`src/rtl/rpn_stack_master.sv`:
```
// RPN evaluation controller: turns operand/operator tokens into push/pop traffic
// on an external 8-deep LIFO and pushes 4-bit ALU results back onto it.
module rpn_stack_master #(
   parameter int unsigned WIDTH = 4
) (
   input  logic             Clk,
   input  logic             RstN,
   input  logic             Tok_Valid,
   output logic             Tok_Ready,
   input  logic             Tok_IsOp,
   input  logic [WIDTH-1:0] Tok_Data,
   output logic             St_Push,
   output logic             St_Pop,
   output logic [WIDTH-1:0] St_Data_In,
   input  logic [WIDTH-1:0] St_Data_Out,
   input  logic             St_Full,
   input  logic             St_Empty,
   output logic [WIDTH-1:0] Result,
   output logic             Result_Valid,
   output logic             Busy,
   output logic             Err,
   output logic [1:0]       Err_Code
);

   localparam int unsigned SW = 4;

   localparam logic [SW-1:0] S_IDLE      = SW'(0);
   localparam logic [SW-1:0] S_PUSH_OPND = SW'(1);
   localparam logic [SW-1:0] S_POP_B     = SW'(2);
   localparam logic [SW-1:0] S_WAIT_B    = SW'(3);
   localparam logic [SW-1:0] S_POP_A     = SW'(4);
   localparam logic [SW-1:0] S_WAIT_A    = SW'(5);
   localparam logic [SW-1:0] S_EXEC      = SW'(6);
   localparam logic [SW-1:0] S_PUSH_RES  = SW'(7);
   localparam logic [SW-1:0] S_PUSH_DUP  = SW'(8);
   localparam logic [SW-1:0] S_ERROR     = SW'(9);

   localparam logic [WIDTH-1:0] OP_ADD = WIDTH'(0);
   localparam logic [WIDTH-1:0] OP_SUB = WIDTH'(1);
   localparam logic [WIDTH-1:0] OP_AND = WIDTH'(2);
   localparam logic [WIDTH-1:0] OP_OR  = WIDTH'(3);
   localparam logic [WIDTH-1:0] OP_XOR = WIDTH'(4);
   localparam logic [WIDTH-1:0] OP_DUP = WIDTH'(5);

   localparam logic [1:0] ERR_UNDER   = 2'd1;
   localparam logic [1:0] ERR_OVER    = 2'd2;
   localparam logic [1:0] ERR_ILLEGAL = 2'd3;

   logic [SW-1:0]    state_q, state_d;
   logic [WIDTH-1:0] tok_q, tok_d;
   logic [WIDTH-1:0] b_q, b_d;
   logic [WIDTH-1:0] r_q, r_d;
   logic             st_push_q, st_push_d;
   logic             st_pop_q, st_pop_d;
   logic [WIDTH-1:0] st_data_in_q, st_data_in_d;
   logic [WIDTH-1:0] result_q, result_d;
   logic             result_valid_q, result_valid_d;
   logic             tok_ready_q, tok_ready_d;
   logic             busy_q, busy_d;
   logic             err_q, err_d;
   logic [1:0]       err_code_q, err_code_d;
   logic             accept_c;

   assign accept_c = tok_ready_q & Tok_Valid;

   // Stack outputs are registered, so popped data shows up one state after the
   // matching WAIT_x state; B is taken in POP_A/PUSH_RES and A directly in EXEC.
   always_comb begin
      state_d        = state_q;
      tok_d          = tok_q;
      b_d            = b_q;
      r_d            = r_q;
      st_push_d      = 1'b0;
      st_pop_d       = 1'b0;
      st_data_in_d   = st_data_in_q;
      result_d       = result_q;
      result_valid_d = 1'b0;
      err_d          = err_q;
      err_code_d     = err_code_q;

      case (state_q)
         S_IDLE: begin
            if (accept_c) begin
               tok_d = Tok_Data;
               if (!Tok_IsOp) begin
                  state_d = S_PUSH_OPND;
               end else if (Tok_Data > OP_DUP) begin
                  state_d = S_ERROR;
                  err_d   = 1'b1;
                  if (!err_q) err_code_d = ERR_ILLEGAL;
               end else begin
                  state_d = S_POP_B;
               end
            end
         end
         S_PUSH_OPND: begin
            if (St_Full) begin
               state_d = S_ERROR;
               err_d   = 1'b1;
               if (!err_q) err_code_d = ERR_OVER;
            end else begin
               st_push_d    = 1'b1;
               st_data_in_d = tok_q;
               state_d      = S_IDLE;
            end
         end
         S_POP_B: begin
            if (!St_Empty) begin
               state_d = S_ERROR;
               err_d   = 1'b1;
               if (!err_q) err_code_d = ERR_UNDER;
            end else begin
               st_pop_d = 1'b1;
               state_d  = S_WAIT_B;
            end
         end
         S_WAIT_B: begin
            state_d = (tok_q == OP_DUP) ? S_PUSH_RES : S_POP_A;
         end
         S_POP_A: begin
            b_d = St_Data_Out;
            if (!St_Empty) begin
               state_d = S_ERROR;
               err_d   = 1'b1;
               if (!err_q) err_code_d = ERR_UNDER;
            end else begin
               st_pop_d = 1'b1;
               state_d  = S_WAIT_A;
            end
         end
         S_WAIT_A: begin
            state_d = S_EXEC;
         end
         S_EXEC: begin
            case (tok_q)
               OP_ADD:  r_d = St_Data_Out + b_q;
               OP_SUB:  r_d = St_Data_Out - b_q;
               OP_AND:  r_d = St_Data_Out & b_q;
               OP_OR:   r_d = St_Data_Out | b_q;
               OP_XOR:  r_d = St_Data_Out ^ b_q;
               default: r_d = b_q;
            endcase
            state_d = S_PUSH_RES;
         end
         S_PUSH_RES: begin
            st_push_d      = 1'b1;
            result_valid_d = 1'b1;
            if (tok_q == OP_DUP) begin
               b_d          = St_Data_Out;
               st_data_in_d = St_Data_Out;
               result_d     = St_Data_Out;
               state_d      = S_PUSH_DUP;
            end else begin
               st_data_in_d = r_q;
               result_d     = r_q;
               state_d      = S_IDLE;
            end
         end
         S_PUSH_DUP: begin
            if (St_Full) begin
               state_d = S_ERROR;
               err_d   = 1'b1;
               if (!err_q) err_code_d = ERR_OVER;
            end else begin
               st_push_d    = 1'b1;
               st_data_in_d = b_q;
               state_d      = S_IDLE;
            end
         end
         S_ERROR: begin
            state_d = S_ERROR;
         end
         default: begin
            state_d = S_IDLE;
         end
      endcase

      busy_d      = (state_d != S_IDLE);
      // Ready only once the FSM has spent a full cycle back in IDLE
      tok_ready_d = (state_q == S_IDLE) && (state_d == S_IDLE);
   end

   always_ff @(posedge Clk) begin
      if (!RstN) begin
         state_q        <= S_IDLE;
         tok_q          <= '0;
         b_q            <= '0;
         r_q            <= '0;
         st_push_q      <= 1'b0;
         st_pop_q       <= 1'b0;
         st_data_in_q   <= '0;
         result_q       <= '0;
         result_valid_q <= 1'b0;
         tok_ready_q    <= 1'b0;
         busy_q         <= 1'b0;
         err_q          <= 1'b0;
         err_code_q     <= 2'd0;
      end else begin
         state_q        <= state_d;
         tok_q          <= tok_d;
         b_q            <= b_d;
         r_q            <= r_d;
         st_push_q      <= st_push_d;
         st_pop_q       <= st_pop_d;
         st_data_in_q   <= st_data_in_d;
         result_q       <= result_d;
         result_valid_q <= result_valid_d;
         tok_ready_q    <= tok_ready_d;
         busy_q         <= busy_d;
         err_q          <= err_d;
         err_code_q     <= err_code_d;
      end
   end

   assign Tok_Ready    = tok_ready_q;
   assign St_Push      = st_push_q;
   assign St_Pop       = st_pop_q;
   assign St_Data_In   = st_data_in_q;
   assign Result       = result_q;
   assign Result_Valid = result_valid_q;
   assign Busy         = busy_q;
   assign Err          = err_q;
   assign Err_Code     = err_code_q;

endmodule

```
`config.mk`:
```
export PLATFORM = sky130hd
export DESIGN_NAME = rpn_stack_master
export DESIGN_NICKNAME = d
export VERILOG_FILES = /design/src/rtl/rpn_stack_master.sv
export SDC_FILE = /design/constraint.sdc
export NUM_CORES = 1
export LEC_CHECK = 0
export CAP_MARGIN = 10
export CORE_MARGIN = 2
export CORE_UTILIZATION = 30
export DETAILED_ROUTE_END_ITERATION = 7
export PLACE_DENSITY = 0.48
export SYNTH_ARGS = -nofsm -noshare
export SYNTH_HDL_FRONTEND = slang
export SYNTH_SLANG_ARGS = --single-unit
```
`constraint.sdc`:
```
create_clock -name Clk -period 2.8 [get_ports Clk]
set_input_delay 0.28 -clock Clk [delete_from_list [all_inputs] [get_ports Clk]]
set_output_delay 0.28 -clock Clk [all_outputs]
set_load 0.005 [all_outputs]
```
==> results.yml <==
worst_hold_path:
  hold_path_class: "flip-flop to flip-flop"
global_routing:
  grt_max_degree: 22
  antenna_found_initial: 0
  grt_pass1_vias: 1817
  grt_pass1_wl_microns: 8960
  overflow: 0
  grt_usage_pct: 15.1
power:
  p_leak_nw: 0.954
  power.density_nw_per_um2: 532
  vdd_ir_drop_max_uv: 210
clocking:
  cts_buffers: 5
  cts_tree: "done"
  cts_max_level: 2
  clkTransAtPathRegs_ps: 70
  post_cts_buffers: 0
  cts_resized: 0
  cts_sinks: 32
  clock_latency_ps: 280
  clk_path_buf_depth: 2
  cts_hold_repair.buffers: 0
  cts_root_buffer: "clkbuf_8"
sta:
  period_needed_ps: 2500
  tns_ps: 0
  min_period_over_period_pct: 89.3
  max-slew-margin-rel_pct: 45.5
  fin_skew_ps: 4.70
  tightest_slew_ps: 814
  fmax_mhz: 400
  rsz0062_at_grt: "false"
  slew_viol_final: 0
  hold_viol: 0
  setup_viol: 0
finish:
  diodes: 0
  drive_above_1_share_pct: 6.83
  areaGrowthSynthToFinish_pct: 21.0
  multi_input_area_sq_um: 1260
  ff_latch_area_sq_um: 641
  nFillCells: 712
  fin_util_pct: 37.1
  nNetsFinal: 304
setup_path:
  crit_path_max_fanout: 10
  r2r_setup_slack_ps: 300
  critPathLaunchType: "flip-flop"
  cp_cell_sequence: "nor4b_1 > mux2_2 > inv_1 > ha_1 > nor2b_1 > o21a_1 > o211a_1 > o21ai_0 > a21oi_1"
  cpPeakStageDelay_ps: 530
  crit_buf_inv: 1
  cp-end-kind: "flip-flop"
  critPathRequiredTime_ps: 2930
  cp.arrival_ps: 2630
  path_delay_family: "simple AND/OR/NAND/NOR gates"
  cp_slowest_cell: "nor4b_1"
  crit_type: "flip-flop to flip-flop"
placement:
  portBuffers: 29
  dp_hpwl_microns: 3880
  place_congestion: 0.882
outcome:
  status: "completed"
run:
  drv_cap: 0
logic_synthesis:
  syn_area_per_cell_sq_um: 8.10
  ys_seq_area_share_pct: 31.3
  yosysWarnings: 0
  synth_fp_nets: 280
  syn_area_sq_um: 2050
  synth-seq-cells: 32
  ys_dominant_reg_cell: "dfxtp_1"
  synth.distinct_cells: 51
  syn-instance-count: 253
  synth-edff-count: 0
  synthArstFlopShare_pct: 0
die:
  die-area_sq_um: 7500
  die_w_microns: 86.6
  die_y_microns: 86.6
  start_util_pct: 30.7
  rows: 30
  io_pins: 30
  core_sq_um: 6680
detailed_routing:
  ant_nets: 0
  wl_met3_microns: 236
  maxUsedRoutingLayer: "met4"
  wl_met1_microns: 2650
  vias_per_cell: 5.11
  firstDrtPassIters: 4
  drt-initial-drc-count: 85
  wire_per_inst_microns: 14.7
  wl_microns: 5250
  dr_wl_met2_microns: 2320
  drc: 0
  vias: 1830
[power breakdown]
part           switching (mW)  internal (mW)  total, mW
logic                   0.170          0.173      0.343
registers              0.0380          0.496      0.534
clock network           0.180          0.263      0.443
total                   0.387          0.932       1.32
[cell usage after synthesis, drive strengths merged (3+ instances only)]
cell | instances | area [sq um]
inv | 13 | 48.8
dfxtp | 32 | 641
o22ai | 5 | 31.3
xor2 | 3 | 26.3
nor4 | 3 | 18.8
o211ai | 4 | 30.0
mux2i | 9 | 90.1
a31oi | 4 | 25.0
o21ai | 16 | 80.1
nand2b | 8 | 50.1
nand2 | 18 | 67.6
and3 | 3 | 18.8
o311a | 4 | 40.0
clkbuf | 14 | 82.6
ha | 12 | 150
a21oi | 25 | 125
nand3 | 5 | 25.0
and2 | 3 | 20.0
nor2 | 32 | 120
nor2b | 7 | 43.8
[routing by layer]
| metal | track usage (%) | vias to the layer above |
|---|---|---|
| li1 | - | 953 |
| met5 | 0 | - |
| met4 | 3.84 | 0 |
| met2 | 23.8 | 35 |
| met3 | 3.05 | 5 |
| met1 | 21.0 | 837 |
[through the flow]
stage	hold slack (ps)	std cells	cell area (sq um)	setup slack (ps)	total power, mW
6_report	461	358	2480	298	1.32
5_1_grt	506	358	2480	158	1.41
4_1_cts	470	358	2480	281	1.34
3_5_place_dp	457	350	2370	288	0.886
3_3_place_gp	443	350	2370	390	0.888
2_1_floorplan	394	253	2050	504	0.750
[registers in the layout, indices dropped and copies added, names as in the netlist]
signal	flops
St_Pop	1
Err_Code	2
r_q	4
b_q	4
state_q	4
Result_Valid	1
tok_q	4
St_Push	1
Busy	1
Tok_Ready	1
Result	4
Err	1
St_Data_In	4
[path summary, 6_finish.rpt]
kind	start	end	cells past startpoint
setup reg to reg	tok_q[3]	r_q[3]	9
hold / removal	r_q[0]	r_q[0]	2
setup / recovery	tok_q[3]	r_q[3]	9
hold reg to reg	r_q[0]	r_q[0]	2
[final cells by class]
cell class | count | share of cell area, %
flip-flops and latches | 32 | 25.8
well taps | 80 | 4.04
clock buffers | 5 | 2.78
clock inverters | 3 | 1.72
repair buffers | 33 | 12.9
inverters | 13 | 1.97
multi-input cells | 192 | 50.7
[worst reg2reg max path: stages (launching register included)]
cell and delay (ps):
dfxtp_1 400, nor4b_1 540, mux2_2 420, inv_1 60
ha_1 210, nor2b_1 130, o21a_1 180, o211a_1 200
o21ai_0 150, a21oi_1 80
[cells in the final DEF (no fill, tap or decap), types with 2 or more instances in the layout]
| master | count |
|---|---|
| xnor2_1 | 2 |
| a21oi_1 | 25 |
| o22ai_1 | 5 |
| and2_1 | 2 |
| buf_4 | 4 |
| inv_1 | 13 |
| mux2i_1 | 9 |
| nand3_1 | 5 |
| dfxtp_1 | 32 |
| clkbuf_8 | 5 |
| a221oi_1 | 2 |
| o2111a_1 | 2 |
| nand2_1 | 18 |
| xor2_1 | 3 |
| clkdlybuf4s50_1 | 29 |
| nor2b_1 | 7 |
| o21ai_0 | 16 |
| nor4_1 | 3 |
| ha_1 | 12 |
| a211o_1 | 2 |
| nor2_1 | 32 |
| nand2b_1 | 8 |
| o211ai_1 | 4 |
| o311a_1 | 4 |
| and3_1 | 3 |
| a31oi_1 | 4 |
[cell families (layout without fill, tap and decap cells)]
family / count (synthesis) / in the layout / share of synthesized area (%)
AOI/OAI and AO/OA: 72 / 72 / 22.4
xor gates and xnor gates: 5 / 5 / 2.14
adders and majority gates: 14 / 14 / 8.80
buffers and inverters: 29 / 54 / 7.33
DFF: 32 / 32 / 31.3
muxes: 10 / 10 / 4.95
and+or+nand+nor: 91 / 91 / 23.2
Power figures use the tool's default switching activity.
